## src/rtl/l15_data_ram_arbiter.sv

```systemverilog
// Arbiter for the single-ported L1.5 I-cache data RAM: lookup reads have priority,
// refill writes park in a one-entry buffer and drain on idle, starved or hazard cycles.
module l15_data_ram_arbiter #(
  parameter int DATA_WIDTH = 128,
  parameter int ADDR_WIDTH = 6,
  parameter int BE_WIDTH   = DATA_WIDTH / 8,
  parameter int STARVE_MAX = 4
) (
  input  logic                  clk,
  input  logic                  rst_n,
  input  logic                  rd_req,
  input  logic [ADDR_WIDTH-1:0] rd_addr,
  output logic                  rd_gnt,
  output logic                  rd_rvalid,
  output logic [DATA_WIDTH-1:0] rd_rdata,
  input  logic                  wr_req,
  input  logic [ADDR_WIDTH-1:0] wr_addr,
  input  logic [DATA_WIDTH-1:0] wr_wdata,
  input  logic [BE_WIDTH-1:0]   wr_be,
  output logic                  wr_gnt,
  output logic                  ram_req,
  output logic                  ram_write,
  output logic [ADDR_WIDTH-1:0] ram_addr,
  output logic [DATA_WIDTH-1:0] ram_wdata,
  output logic [BE_WIDTH-1:0]   ram_be,
  input  logic [DATA_WIDTH-1:0] ram_rdata
);

  localparam int CNT_W = $clog2(STARVE_MAX + 1);
  localparam logic [CNT_W-1:0] STARVE_LIM = CNT_W'(STARVE_MAX);

  typedef enum logic {
    EMPTY = 1'b0,
    HELD  = 1'b1
  } state_e;

  state_e                state_q, state_d;
  logic [CNT_W-1:0]      starve_cnt_q, starve_cnt_d;
  logic                  rd_pend_q, rd_pend_d;
  logic [ADDR_WIDTH-1:0] wb_addr_q, wb_addr_d;
  logic [DATA_WIDTH-1:0] wb_wdata_q, wb_wdata_d;
  logic [BE_WIDTH-1:0]   wb_be_q, wb_be_d;

  logic wb_valid;
  logic force_wr;
  logic drain;
  logic load;

  // Arbitration: a buffered write only beats a read when starved or on an address hit.
  always_comb begin
    wb_valid = (state_q == HELD);
    force_wr = wb_valid & ((starve_cnt_q == STARVE_LIM) |
                           (rd_req & (rd_addr == wb_addr_q)));
    drain    = wb_valid & (~rd_req | force_wr);
    rd_gnt   = rd_req & ~force_wr;
    wr_gnt   = ~wb_valid | drain;
    load     = wr_req & wr_gnt;

    ram_req   = 1'b0;
    ram_write = 1'b0;
    ram_addr  = '0;
    ram_wdata = '0;
    ram_be    = '0;
    if (drain) begin
      ram_req   = 1'b1;
      ram_write = 1'b1;
      ram_addr  = wb_addr_q;
      ram_wdata = wb_wdata_q;
      ram_be    = wb_be_q;
    end else if (rd_gnt) begin
      ram_req  = 1'b1;
      ram_addr = rd_addr;
    end
  end

  // Next state; a capture in the drain cycle reloads the buffer and keeps HELD.
  always_comb begin
    state_d      = state_q;
    starve_cnt_d = starve_cnt_q;
    wb_addr_d    = wb_addr_q;
    wb_wdata_d   = wb_wdata_q;
    wb_be_d      = wb_be_q;
    rd_pend_d    = rd_gnt;

    if (load) begin
      state_d    = HELD;
      wb_addr_d  = wr_addr;
      wb_wdata_d = wr_wdata;
      wb_be_d    = wr_be;
    end else if (drain) begin
      state_d = EMPTY;
    end

    if (load || drain || !wb_valid) begin
      starve_cnt_d = '0;
    end else if (starve_cnt_q != STARVE_LIM) begin
      starve_cnt_d = starve_cnt_q + CNT_W'(1);
    end
  end

  always_ff @(posedge clk or negedge rst_n) begin
    if (!rst_n) begin
      state_q      <= EMPTY;
      starve_cnt_q <= '0;
      rd_pend_q    <= 1'b0;
    end else begin
      state_q      <= state_d;
      starve_cnt_q <= starve_cnt_d;
      rd_pend_q    <= rd_pend_d;
    end
  end

  // Buffer payload is qualified by state_q, so it needs no reset.
  always_ff @(posedge clk) begin
    wb_addr_q  <= wb_addr_d;
    wb_wdata_q <= wb_wdata_d;
    wb_be_q    <= wb_be_d;
  end

  assign rd_rvalid = rd_pend_q;
  assign rd_rdata  = rd_pend_q ? ram_rdata : '0;

endmodule

```

## config.mk

```make
export PLATFORM = sky130hd
export DESIGN_NAME = l15_data_ram_arbiter
export DESIGN_NICKNAME = d
export VERILOG_FILES = /design/src/rtl/l15_data_ram_arbiter.sv
export SDC_FILE = /design/constraint.sdc
export NUM_CORES = 1
export LEC_CHECK = 0
export ABC_AREA = 0
export ABC_CLOCK_PERIOD_IN_PS = 18200
export CAP_MARGIN = 20
export CELL_PAD_IN_SITES_DETAIL_PLACEMENT = 1
export CELL_PAD_IN_SITES_GLOBAL_PLACEMENT = 1
export CORE_AREA = 2 2 221 223
export DETAILED_ROUTE_END_ITERATION = 7
export DIE_AREA = 0 0 223 225
export PLACE_DENSITY_LB_ADDON = 0.3
export SLEW_MARGIN = 15
export SYNTH_ARGS = -nofsm -noshare
export SYNTH_HDL_FRONTEND = slang
export SYNTH_SLANG_ARGS = --single-unit
```

## constraint.sdc

```tcl
create_clock -name clk -period 18.2 [get_ports clk]
set_input_delay 2.73 -clock clk [delete_from_list [all_inputs] [get_ports clk]]
set_output_delay 2.73 -clock clk [all_outputs]
set_load 0.02 [all_outputs]
```

==> run metrics <==
Die W=223 µm; Gate power share=a little over a quarter; hpwl dp=28.94 mm; Clock power frac=a little over a third; via count=6451; core area=47550 µm²; Synth async-reset ratio=about 3.2%; Total GRT Usage=14.34%; Mapped Cells=511; vias in the first global route=7016; hold crit path type=reg2reg; clock root cell=clkbuf_16; CTS buffer count=17; Synth Cell Area=6809 µm²; sequential area share after synthesis=approximately two thirds; pin count of the biggest net entering global routing=130; worst-path maximum fanout=84; sequential share of power=38.9%; input/output buffers=570; cell-internal power=between 0.0007 and 0.0008 W; io pins=571; CTS tree=built; CTS sink count=about 160; FF+latch area=between 4000 and 5000 µm²; Post-Place Worst Slack=9.231 ns; WL/cell=22.06 µm; clock latency on the worst-skew pair=0.44 ns; DR pass1 iterations=4; most frequent cells in the layout=570 x clkdlybuf4s50_1, 150 x edfxtp_1, 145 x and3_1; area of the multi-input gates=roughly 2000 µm²; GPL Wtd Cong=0.7838; Fillers=5260; status=complete, no violations; crit path kind=in2out; worst hold slack=0.4856 ns; Site Rows=80; setup TNS=0 ns; layout cells sized above 1=4.295%; Setup WS post-layout=just over 9 ns; Post-CTS Setup Bufs=0; Net Sw Power=0.0003166 W; vias per cell=3.824; f_max=~110 MHz; endpoints failing setup=0; CP Launch Type=input port; Synth cell types=26; P_leak=5.215 nW; Die Y-Extent=approximately 230 µm; critical path's most frequent cell=clkdlybuf4s50_1; Ys Warns=0; crit path max-delay cell type=a21o_4; syn_nets=around 800; unrepaired setup endpoints after global routing=false; initial antenna violation count=10; clk slew on worst S/H paths=0.06 ns; Area Growth Syn to Fin=102.5%; clock period minus worst slack=8.989 ns; iteration-0 DRC count of the detailed router=180; main flop type after synthesis=edfxtp_1; Arr. time, crit path=6.26 ns; commonest non-fill, non-tap cell in the layout=clkdlybuf4s50_1; Die ar.=50180 µm²; crit-path cells=clkdlybuf4s50_1, xor2_1, nor4_2, a21o_4, buf_4, a32o_1, clkdlybuf4s50_1; EDFF count, synth=150; pins over their slew limit=0; htree depth=4; Crit. End Element=output port; grt ovf=0; NumNets Final=1348; switching share of power=28.58%; final cycle utilization of the critical path=49.39%; Final Hold Violating Endpoints=0; cts repair resizes=0; Worst-Margin Slew=1.036 ns; # DRC=0; Relative slew margins=30.94%; worst path required time=roughly 15 ns; Clock Tree Buf Depth=2; syn_area_per_cell=13.32 µm²; final WL=approximately 37 mm; flops & latches, synth=155; first-pass GRT wire length=51.33 mm; worst IR drop on VDD=0.04778 mV; Hold Buf Count CTS=0; Final Skew=0.01492 ns; Starting Density=14.32%; PwrDens=approximately 80 nW/µm²; Crit path largest cell delay=0.67 ns; max_cap viols=0; post-route ant nets=0
final timing paths:
| check | cells past startpoint | slack, ns | endpoint | from |
|---|---|---|---|---|
| max | 7 | 9.21 | ram_addr[1] | rd_addr[5] |
| min | 1 | 0.49 | starve_cnt_q[0] | starve_cnt_q[0] |
| max reg2reg | 6 | 14.84 | wb_wdata_q[69] | wb_addr_q[5] |
| min reg2reg | 1 | 0.49 | starve_cnt_q[0] | starve_cnt_q[0] |
| max in group asynchronous | 1 | 15.44 | state_q | rst_n |
| min in group asynchronous | 1 | 2.53 | rd_rvalid | rst_n |
cells by family after synthesis:
logic type	synth area share (%)
multiplexers	0.1654
adder cells (fa/ha/maj)	0.3675
AND/OR/NAND/NOR	25.87
flip-flops	67.99
AO/OA/AOI/OAI	1.856
XOR/XNOR	0.7718
buffers and inverters	2.977
sequential cells by signal (all words and copies together) (netlist names):
register      count
wb_be_q          16
starve_cnt_q      3
wb_addr_q         6
wb_wdata_q      128
rd_rvalid         1
state_q           1
power by group through the flow:
stage,Combinational (W),Clock (W),Sequential [W]
after global routing,0.000307,0.000411,0.000434
after CTS,0.000298,0.000404,0.000431
after detailed placement,0.000296,0,0.000439
final,0.000292,0.000386,0.000431
after floorplan,0.000118,0,0.000437
after global placement,0.000296,0,0.000439
area by class of cell:
class                   count  share of cell area, %
well taps                 615                  5.582
clock inverters            15                  1.461
clock buffers              17                  3.086
diodes                      1                0.01815
flip-flops and latches    155                  33.64
repair buffers            575                  41.66
multi-input cells         306                  14.48
inverters                   3                0.08168
metal layers:
layer  up-vias  routed length (µm)  GRT usage [%]
li1       2933                   -              -
met1      3117               12850          14.01
met2       337               19400          26.29
met3        48                3509          5.984
met4        16                1342          6.603
met5         -                 115              0
worst max-delay path, delay by kind of cell:
family	cells	cell delay, ns
buffers and inverters	3	1.77
xor gates and xnor gates	1	0.20
AOI/OAI and AO/OA	2	0.94
and+or+nand+nor	1	0.46
per-stage QoR:
stage               std cells  total power [W]  utilization, %  instance area (µm²)
global route             1687         0.001152           28.99                13790
global placement         1654        0.0007347           27.67                13160
detailed placement       1654        0.0007346           27.67                13160
CTS                      1686         0.001134           28.99                13780
finish                   1687         0.001108           28.99                13790
floorplan                 511        0.0005550               -                 6809
cell usage after synthesis, types with 2 or more instances:
master / number / area share (%)
a32o_1: 6 / 0.88
xor2_1: 4 / 0.51
edfxtp_1: 150 / 66
inv_1: 3 / 0.17
clkbuf_2: 8 / 0.59
a21boi_0: 2 / 0.22
a21oi_1: 3 / 0.22
and3_1: 145 / 13
dfrtp_1: 5 / 1.8
nor2_1: 2 / 0.11
clkbuf_1: 37 / 2.0
a21o_1: 2 / 0.22
ha_1: 2 / 0.37
xnor2_1: 2 / 0.26
and2_1: 129 / 12
Power figures use the tool's default switching activity.
